### src/rtl/loteria_pkg.sv
// Shared state encoding, ticket geometry and prize codes for the lottery scheduler.
package loteria_pkg;

    localparam int DIGIT_W   = 4;
    localparam int TICKET_W  = 20;
    localparam int N_DIGITS  = 5;
    localparam int MAX_DIGIT = 9;

    localparam logic [1:0] PRIZE_NONE = 2'd0;
    localparam logic [1:0] PRIZE_P1   = 2'd1;
    localparam logic [1:0] PRIZE_P2   = 2'd2;

    typedef enum logic [2:0] {
        S_IDLE,
        S_GRANT,
        S_CLEAR,
        S_INS,
        S_GAP,
        S_FINISH,
        S_WAIT,
        S_RESPOND
    } state_t;

endpackage

### src/rtl/loteria_rr_arbiter.sv
// Combinational round-robin arbiter: grants the first request at or after ptr, wrapping.
module loteria_rr_arbiter
    import loteria_pkg::*;
#(
    parameter int N_PLAYERS = 4,
    parameter int ID_W      = $clog2(N_PLAYERS)
) (
    input  logic [N_PLAYERS-1:0] req,
    input  logic [ID_W-1:0]      ptr,
    output logic [N_PLAYERS-1:0] grant,
    output logic [ID_W-1:0]      grant_idx
);

    always_comb begin
        int              cand;
        logic [ID_W-1:0] cand_idx;
        logic            found;
        grant     = '0;
        grant_idx = '0;
        found     = 1'b0;
        cand      = 0;
        cand_idx  = '0;
        for (int i = 0; i < N_PLAYERS; i++) begin
            cand = int'(ptr) + i;
            if (cand >= N_PLAYERS) cand = cand - N_PLAYERS;
            cand_idx = cand[ID_W-1:0];
            if (!found && req[cand_idx]) begin
                found           = 1'b1;
                grant_idx       = cand_idx;
                grant[cand_idx] = 1'b1;
            end
        end
    end

endmodule

### src/rtl/loteria_scheduler.sv
// Round-robin scheduler sharing one lottery checker between N_PLAYERS stations.
// Define LOTERIA_STATS_EN to add saturating served_cnt / win_cnt outputs.
module loteria_scheduler
    import loteria_pkg::*;
#(
    parameter int N_PLAYERS = 4,
    parameter int ID_W      = $clog2(N_PLAYERS),
    parameter int TIMEOUT   = 255
) (
    input  logic                          clk,
    input  logic                          reset,
    input  logic [N_PLAYERS-1:0]          req,
    input  logic [TICKET_W*N_PLAYERS-1:0] ticket,
    output logic [N_PLAYERS-1:0]          ack,
    output logic [1:0]                    prize,
    output logic                          err,
    output logic                          busy,
    output logic [ID_W-1:0]               grant_id,
`ifdef LOTERIA_STATS_EN
    output logic [15:0]                   served_cnt,
    output logic [15:0]                   win_cnt,
`endif
    output logic                          chk_clear,
    output logic [3:0]                    chk_num,
    output logic                          chk_insert,
    output logic                          chk_finish,
    input  logic                          chk_done,
    input  logic [1:0]                    chk_prize
);

    function automatic logic bad_digit(input logic [TICKET_W-1:0] t);
        logic b;
        b = 1'b0;
        for (int k = 0; k < N_DIGITS; k++)
            if (t[k*DIGIT_W +: DIGIT_W] > DIGIT_W'(MAX_DIGIT)) b = 1'b1;
        return b;
    endfunction

    function automatic logic [DIGIT_W-1:0] digit_at(input logic [TICKET_W-1:0] t,
                                                   input logic [2:0] k);
        logic [DIGIT_W-1:0] d;
        d = '0;
        for (int i = 0; i < N_DIGITS; i++)
            if (k == 3'(i)) d = t[i*DIGIT_W +: DIGIT_W];
        return d;
    endfunction

    function automatic logic [N_PLAYERS-1:0] onehot(input logic [ID_W-1:0] idx);
        logic [N_PLAYERS-1:0] v;
        v      = '0;
        v[idx] = 1'b1;
        return v;
    endfunction

    state_t                 state;
    logic [ID_W-1:0]        ptr;
    logic [2:0]             dig;
    logic [7:0]             wait_cnt;
    logic [TICKET_W-1:0]    ticket_q;
    logic [TICKET_W-1:0]    sel_ticket;
    logic [N_PLAYERS-1:0]   arb_grant;
    logic [ID_W-1:0]        arb_idx;
    logic                   req_any;

    loteria_rr_arbiter #(
        .N_PLAYERS (N_PLAYERS),
        .ID_W      (ID_W)
    ) u_arb (
        .req       (req),
        .ptr       (ptr),
        .grant     (arb_grant),
        .grant_idx (arb_idx)
    );

    assign req_any = |arb_grant;

    always_comb begin
        sel_ticket = '0;
        for (int p = 0; p < N_PLAYERS; p++)
            if (arb_grant[p]) sel_ticket = ticket[p*TICKET_W +: TICKET_W];
    end

    // Ticket is captured once at grant; later changes on the input are ignored.
    always_ff @(posedge clk) begin
        if (state == S_IDLE && req_any) ticket_q <= sel_ticket;
    end

    always_ff @(posedge clk or negedge reset) begin
        if (!reset) begin
            state      <= S_IDLE;
            ptr        <= '0;
            grant_id   <= '0;
            dig        <= '0;
            wait_cnt   <= '0;
            ack        <= '0;
            prize      <= '0;
            err        <= 1'b0;
            busy       <= 1'b0;
            chk_clear  <= 1'b0;
            chk_num    <= '0;
            chk_insert <= 1'b0;
            chk_finish <= 1'b0;
        end else begin
            case (state)
                S_IDLE: begin
                    if (req_any) begin
                        grant_id <= arb_idx;
                        busy     <= 1'b1;
                        state    <= S_GRANT;
                    end
                end
                S_GRANT: begin
                    if (bad_digit(ticket_q)) begin
                        ack   <= onehot(grant_id);
                        prize <= PRIZE_NONE;
                        err   <= 1'b1;
                        state <= S_RESPOND;
                    end else begin
                        chk_clear <= 1'b1;
                        state     <= S_CLEAR;
                    end
                end
                S_CLEAR: begin
                    chk_clear  <= 1'b0;
                    chk_num    <= digit_at(ticket_q, 3'd0);
                    chk_insert <= 1'b1;
                    dig        <= '0;
                    state      <= S_INS;
                end
                S_INS: begin
                    chk_insert <= 1'b0;
                    state      <= S_GAP;
                end
                S_GAP: begin
                    if (dig == 3'(N_DIGITS-1)) begin
                        chk_finish <= 1'b1;
                        state      <= S_FINISH;
                    end else begin
                        dig        <= dig + 3'd1;
                        chk_num    <= digit_at(ticket_q, dig + 3'd1);
                        chk_insert <= 1'b1;
                        state      <= S_INS;
                    end
                end
                S_FINISH: begin
                    chk_finish <= 1'b0;
                    wait_cnt   <= '0;
                    state      <= S_WAIT;
                end
                S_WAIT: begin
                    // A result arriving on the final WAIT cycle takes priority over the timeout.
                    if (chk_done) begin
                        ack   <= onehot(grant_id);
                        prize <= chk_prize;
                        err   <= 1'b0;
                        state <= S_RESPOND;
                    end else if (wait_cnt == 8'(TIMEOUT-1)) begin
                        ack   <= onehot(grant_id);
                        prize <= PRIZE_NONE;
                        err   <= 1'b1;
                        state <= S_RESPOND;
                    end else begin
                        wait_cnt <= wait_cnt + 8'd1;
                    end
                end
                S_RESPOND: begin
                    ack   <= '0;
                    busy  <= 1'b0;
                    ptr   <= (grant_id == ID_W'(N_PLAYERS-1)) ? '0 : grant_id + 1'b1;
                    state <= S_IDLE;
                end
                default: state <= S_IDLE;
            endcase
        end
    end

`ifdef LOTERIA_STATS_EN
    always_ff @(posedge clk or negedge reset) begin
        if (!reset) begin
            served_cnt <= '0;
            win_cnt    <= '0;
        end else if (|ack) begin
            if (served_cnt != 16'hFFFF) served_cnt <= served_cnt + 16'd1;
            if (prize != PRIZE_NONE && !err && win_cnt != 16'hFFFF)
                win_cnt <= win_cnt + 16'd1;
        end
    end
`endif

endmodule

### config.mk
export PLATFORM = sky130hd
export DESIGN_NAME = loteria_scheduler
export DESIGN_NICKNAME = d
export VERILOG_FILES = /design/src/rtl/loteria_pkg.sv /design/src/rtl/loteria_rr_arbiter.sv /design/src/rtl/loteria_scheduler.sv
export SDC_FILE = /design/constraint.sdc
export NUM_CORES = 1
export LEC_CHECK = 0
export ABC_CLOCK_PERIOD_IN_PS = 4650
export CAP_MARGIN = 40
export CORE_UTILIZATION = 49
export DETAILED_ROUTE_END_ITERATION = 7
export PLACE_DENSITY = 0.81
export SKIP_LAST_GASP = 1
export SLEW_MARGIN = 20
export SYNTH_ARGS = -nofsm -noshare
export SYNTH_HDL_FRONTEND = slang
export SYNTH_SLANG_ARGS = --single-unit
### constraint.sdc
create_clock -name clk -period 4.65 [get_ports clk]
set_input_delay 0.93 -clock clk [delete_from_list [all_inputs] [get_ports clk]]
set_output_delay 0.93 -clock clk [all_outputs]
set_load 0.01 [all_outputs]
Yosys cells after proc, flatten, opt, wreduce, memory -nomap -nowiden
Cells that the tools add are included.
{"block": "word_totals", "reg_bits": 53, "out_inout_bits": 17, "latchBits": 0, "elab_cells": 183, "memories": 0, "input_bits": 89, "rom_bits": 0, "ramBits": 0}
{"block": "op_classes", "shifts": 0, "n_mul": 0, "div_mod_pow": 0, "magnitude_cmp": 19, "reduce_logical": 33, "n_bitwise": 3, "n_eq_ne": 22, "mux": 82, "addsub": 10}
{"operator": "$mux 20", "n": 4}
{"operator": "$mux 4", "n": 13}
{"operator": "$mux 1", "n": 25}
{"operator": "$mux 2", "n": 12}
{"operator": "$pmux 3 s8", "n": 1}
{"operator": "$gt 4x4->1 const B", "n": 5}
{"operator": "$eq 3x3->1 const B", "n": 6}
{"operator": "$mux 3", "n": 6}
{"operator": "$mux 8", "n": 2}
{"operator": "$pmux 8 s2", "n": 1}
{"operator": "$lt 2x3->1 const B", "n": 5}
{"operator": "$ne 2x2->1 const B", "n": 7}
{"operator": "$reduce_and 2->1", "n": 7}
{"operator": "$eq 3x2->1 const B", "n": 4}
{"operator": "$or 4x4->4", "n": 3}
{"operator": "$pmux 4 s3", "n": 1}
{"operator": "$reduce_bool 2->1", "n": 6}
{"operator": "$demux 1 s2", "n": 5}
{"operator": "$ge 2x1->1 const B", "n": 5}
{"operator": "$ge 3x3->1 const B", "n": 3}
{"operator": "$logic_and 1x1->1", "n": 9}
{"operator": "$reduce_and 3->1", "n": 3}
{"operator": "$add 8x1->8 const B", "n": 1}
{"operator": "$bmux 1 s2", "n": 4}
{"operator": "19 further kinds", "n": 31}

Depth between registers and ports, before layout
{"block": "depth", "depth_word": 18, "mapped_depth": 11, "mapped_depth_nobuf": 8}

Cells and area by module
From an unflattened synthesis, not the netlist that was laid out.
{"block": "unflattened", "cells_unflattened": 403, "area_unflattened_um2": 3548.4}
{"module": "loteria_scheduler", "seq_area_each_um2": 1426.4, "cells_per_inst": 338, "area_each_um2": 3059.2, "instances": 1}
{"module": "loteria_rr_arbiter", "seq_area_each_um2": 0.0, "cells_per_inst": 65, "area_each_um2": 489.2, "instances": 1}

Worst setup path before layout
Ideal clock, no wire load.
{"block": "synth_timing", "path_kind": "register -> register", "from": "register ptr[0]", "to": "register ticket_q[0] (enable)", "required_time_ps": 4275, "setup_ps": 375, "t_arrival_ps": 3075, "path_stages_with_launch": 11, "n_path_buf": 2, "period_less_slack_ps": 3449, "slack_ps": 1201, "path_cell_list": "dfrtp_1 -> buf_2 -> inv_1 -> ha_1 -> buf_2 -> or3b_1 -> a2111o_1 -> a21oi_1 -> a2111oi_2 -> or4_4 -> inv_1"}
{"block": "synth_via", "elab_chain_cells": 16, "word_cells_on_any_way": 61, "cone_classes": "7 x add/sub; 12 x order compare; 27 x mux; 3 x bitwise; 12 x reduce/logical"}
{"element": "start: declaration", "line_no": "loteria_scheduler.sv:56", "text": "logic [ID_W-1:0] ptr;"}
{"element": "start signal: assignment", "line_no": "loteria_scheduler.sv:169", "text": "ptr <= (grant_id == ID_W'(N_PLAYERS-1)) ? '0 : grant_id + 1'b1;"}
{"element": "parallel branches: the longest is 13 deep, another holds $add 2x1->3"}
{"element": "$mux 4 *", "line_no": "loteria_rr_arbiter.sv:27", "text": "if (!found && req[cand_idx]) begin"}
{"element": "$reduce_or 4->1 *", "line_no": "loteria_scheduler.sv:75", "text": "assign req_any = |arb_grant;"}
{"element": "$logic_and 1x1->1 *", "line_no": "loteria_scheduler.sv:85", "text": "if (state == S_IDLE && req_any) ticket_q <= sel_ticket;"}
{"element": "end signal: assignment", "line_no": "loteria_scheduler.sv:85"}
{"element": "end: declaration", "line_no": "loteria_scheduler.sv:59", "text": "logic [TICKET_W-1:0] ticket_q;"}
Mark *: on every way between the ends. The select of a mux whose other input is x is not followed.
A chain may end at the register's enable or synchronous reset.

Final worst setup path
{"block": "layout_timing", "from": "register ptr[0]", "to": "register ticket_q[16] (data pin)"}
{"block": "layout_via", "elab_chain_cells": 18, "word_cells_on_any_way": 63, "cone_classes": "7 x add/sub; 12 x order compare; 31 x mux; 3 x bitwise; 10 x reduce/logical"}
{"element": "parallel branches: the longest is 13 deep, another holds $add 2x1->3"}
{"element": "$mux 4 *", "line_no": "loteria_rr_arbiter.sv:27"}
{"element": "$mux 20 (3 in a row)", "line_no": "loteria_scheduler.sv:80", "text": "if (arb_grant[p]) sel_ticket = ticket[p*TICKET_W +: TICKET_W];"}
{"element": "$mux 20 *", "line_no": "loteria_scheduler.sv:80"}
{"element": "net sel_ticket[16]", "line_no": "loteria_scheduler.sv:60", "text": "logic [TICKET_W-1:0] sel_ticket;"}
Mark *: on every way through the listed nets, which the timed path passes. The select of a mux whose other input is x is not followed.

==> results.tsv <==
stage	metric	value	unit
run_status	outcome	completed	
floorplan	effective utilization at floorplan	51.0	%
logic_synthesis	Avg Synthesized Cell Area	8.80	um^2
setup_path	critical path type	reg2reg	
timing	Final Max Tran Viols	0	
routing	routed len/inst	15.6	um
logic_synthesis	post-synth top area cell	dfrtp_1	
power_and_ir_drop	Max IR drop VDD	344	uV
cells_and_area	Net count, final	644	
timing	final setup fails	0	
logic_synthesis	FFs w/ async S/R, synth	62.3	%
power_and_ir_drop	Final Total Pwr	3.00	mW
grt	GRT overflow	0	
routing	Pre-antenna DRT Iters	5	
clocking	Root Buffer	clkbuf_8	
timing	Setup TNS	0	ns
timing	final hold vios	0	
setup_path	Worst Path Buf+Inv	1	
clocking	CTS tree	built	
timing	Final WS setup	0.912	ns
setup_path	family with the most delay on the worst path	compound AO/OA/AOI/OAI gates	
logic_synthesis	post-synthesis sequential area ratio	36.0	%
grt	aggregate global-route resource usage	24.1	%
routing	Antenna Nets Post-Route	0	
routing	DR DRC count	0	
floorplan	die width	91.9	um
timing	Max-slew headroom	46.7	%
grt	first-pass GRT wire length	16500	um
logic_synthesis	EDFF count, synth	20	
clocking	post-CTS sizing	0	
clocking	CTS Sinks	53	
cells_and_area	Core Util, Final	66.2	%
routing	initial drt markers	167	
logic_synthesis	post-synthesis cell type count	55	
setup_path	CP max-delay cell	dfrtp_1	
power_and_ir_drop	power per cell area	583	nW/um^2
routing	DR vias	3716	
floorplan	I/O pin count	106	
setup_path	CP cell instances	inv_1 > ha_1 > or3b_1 > a2111o_1 > nand2_1 > a221o_1 > nand3_1 > a31oi_1	
routing	Total Wirelength	9990	um
logic_synthesis	Ys Warns	0	
placed_design	Placed Cells	631	
cells_and_area	fillers	614	
placed_design	DP Worst Slack	0.666	ns
clocking	Hold-fix buffers, CTS	0	
clocking	htree depth	2	
timing	Max Fclk	267	MHz
timing	final worst-path cycle share	80.4	%
floorplan	Core ar.	7770	um^2
clocking	CTS clk-pin slew, worst paths	0.09	ns
placed_design	IO buf count	105	
logic_synthesis	Synth top area share	20.9	%
setup_path	Critical Path Max Stage Delay	0.69	ns
logic_synthesis	Synth Instances	450	
clocking	CTS buffer count	5	
grt	vias in the first global route	3553	
placed_design	GPL Wtd Cong	0.914	
flow_run	Max Cap Viol	0	
setup_path	crit start category	flop	
setup_path	Req. time, crit path	4.78	ns
grt	largest net degree at the start of global routing	34	
setup_path	Crit Path Max Fanout	20	
cells_and_area	fin cells	639	
grt	initial antenna violation count	0	
placed_design	Final HPWL DP	7740	um
logic_synthesis	syn nets	558	
timing	minimum clock period	3.74	ns
clocking	CTS max path bufs	2	
logic_synthesis	largest cells by area after synthesis	dfrtp_1 21%, edfxtp_1 15%, mux2i_1 6.1%	
floorplan	die area	8440	um^2
floorplan	Die Y	91.9	um
cells_and_area	Area Growth Syn to Fin	29.8	%
routing	DR vias/cell	5.82	
logic_synthesis	Top FF cell, synth	dfrtp_1	
worst_hold_path	Tightest Hold Check Type	reg2reg	
timing	RSZ-0062 raised after global routing	no	
cells_and_area	layout cells sized above 1	5.21	%
cells_and_area	# diodes	0	
timing	Worst Max-Slew Pin Slew	0.800	ns
clocking	Clk Latency, worst-skew pair	0.30	ns
logic_synthesis	synthesized area	3960	um^2
power_and_ir_drop	Leak	2.20	nW
setup_path	critical path endpoint category	flop	
setup_path	CP arrival	3.87	ns
clocking	Post-CTS Setup Inserts	0	
logic_synthesis	#FFs+latches synth	53	
floorplan	Std-Cell Rows	32	
timing	clk_skew	0.00609	ns
cell usage after synthesis (2+ instances only):
cell type and instances:
edfxtp_1 20, a211o_1 4, dfrtp_1 33, a32o_1 3, or3_1 2, o211ai_1 10, a32oi_1 6, mux2_4 2
and3_1 2, a221oi_1 2, o311ai_0 4, o31ai_1 23, mux2i_1 24, clkbuf_1 24, buf_2 4, mux4_2 3
o2111ai_1 2, a22o_2 2, nand3_1 26, nor2b_1 8, inv_1 38, o21ai_0 26, xor2_1 4, buf_6 3
nand2b_1 5, ha_1 19, nor2_1 22, nor3b_1 3, a21oi_1 18, nor3_1 4, nand2_1 51, o22ai_1 2
a31oi_1 20, nand4_1 3, and3b_1 2, nand3b_1 3, a221o_1 3, buf_4 3
cells by family after synthesis:
logic type | count (synthesis) | synth area share, %
flops | 53 | 36.0
compound gates | 135 | 23.7
simple gates | 137 | 16.7
buf+inv | 72 | 7.81
mux | 30 | 8.82
fa+ha+maj | 19 | 6.01
xor+xnor | 4 | 0.885
layout make-up:
cell class              instances  area [um^2]  share of cell area [%]
multi-input cells             325         2250                    43.8
flip-flops and latches         53         1430                    27.8
repair buffers                113         1110                    21.6
inverters                      38          143                    2.78
well taps                     102          128                    2.48
clock buffers                   7         76.3                    1.49
clock inverters                 1         3.75                  0.0730
metal layers:
layer,track usage (%),share of wire (%),vias to the layer above
met4,5.73,1.5,0
met5,0,0,-
met1,33.0,44,1726
met2,39.3,47,141
li1,-,-,1830
met3,4.56,6.6,19
state kept, by name, indices dropped and copies added, names as in the netlist:
signal,cells
ticket_q,20
wait_cnt,8
ack,4
chk_num,4
dig,3
state,3
grant_id,2
prize,2
ptr,2
busy,1
chk_clear,1
chk_finish,1
chk_insert,1
err,1
placed cells by master (no fill, tap or decap), drive strengths merged, types with 20 or more instances in the layout:
| cell | count |
|---|---|
| edfxtp | 20 |
| dfrtp | 33 |
| nand3 | 26 |
| nand2 | 51 |
| nor2 | 23 |
| clkdlybuf4s50 | 105 |
| a31oi | 20 |
| mux2i | 24 |
| o21ai | 26 |
| o31ai | 23 |
| inv | 38 |
stage by stage:
step,area (um^2),hold slack [ns]
2_1_floorplan,3960,0.505
3_3_place_gp,5050,0.476
3_5_place_dp,5060,0.490
4_1_cts,5140,0.511
5_1_grt,5140,0.526
6_report,5140,0.505
report_power, final:
group | internal, mW | total, mW | switching (mW) | leakage (nW)
clock | 0.105 | 0.247 | 0.142 | 0.0399
combinational | 0.822 | 1.84 | 1.02 | 1.56
sequential | 0.721 | 0.905 | 0.184 | 0.605
final timing paths:
check,slack (ns),depth (start not counted),from,endpoint
max,0.91,8,ptr[0],ticket_q[16]
min,0.50,1,prize[0],prize[0]
max reg2reg,0.91,8,ptr[0],ticket_q[16]
min reg2reg,0.50,1,prize[0],prize[0]
max in group asynchronous,3.32,2,reset,wait_cnt[3]
min in group asynchronous,1.03,2,reset,prize[1]
Power figures use the tool's default switching activity.
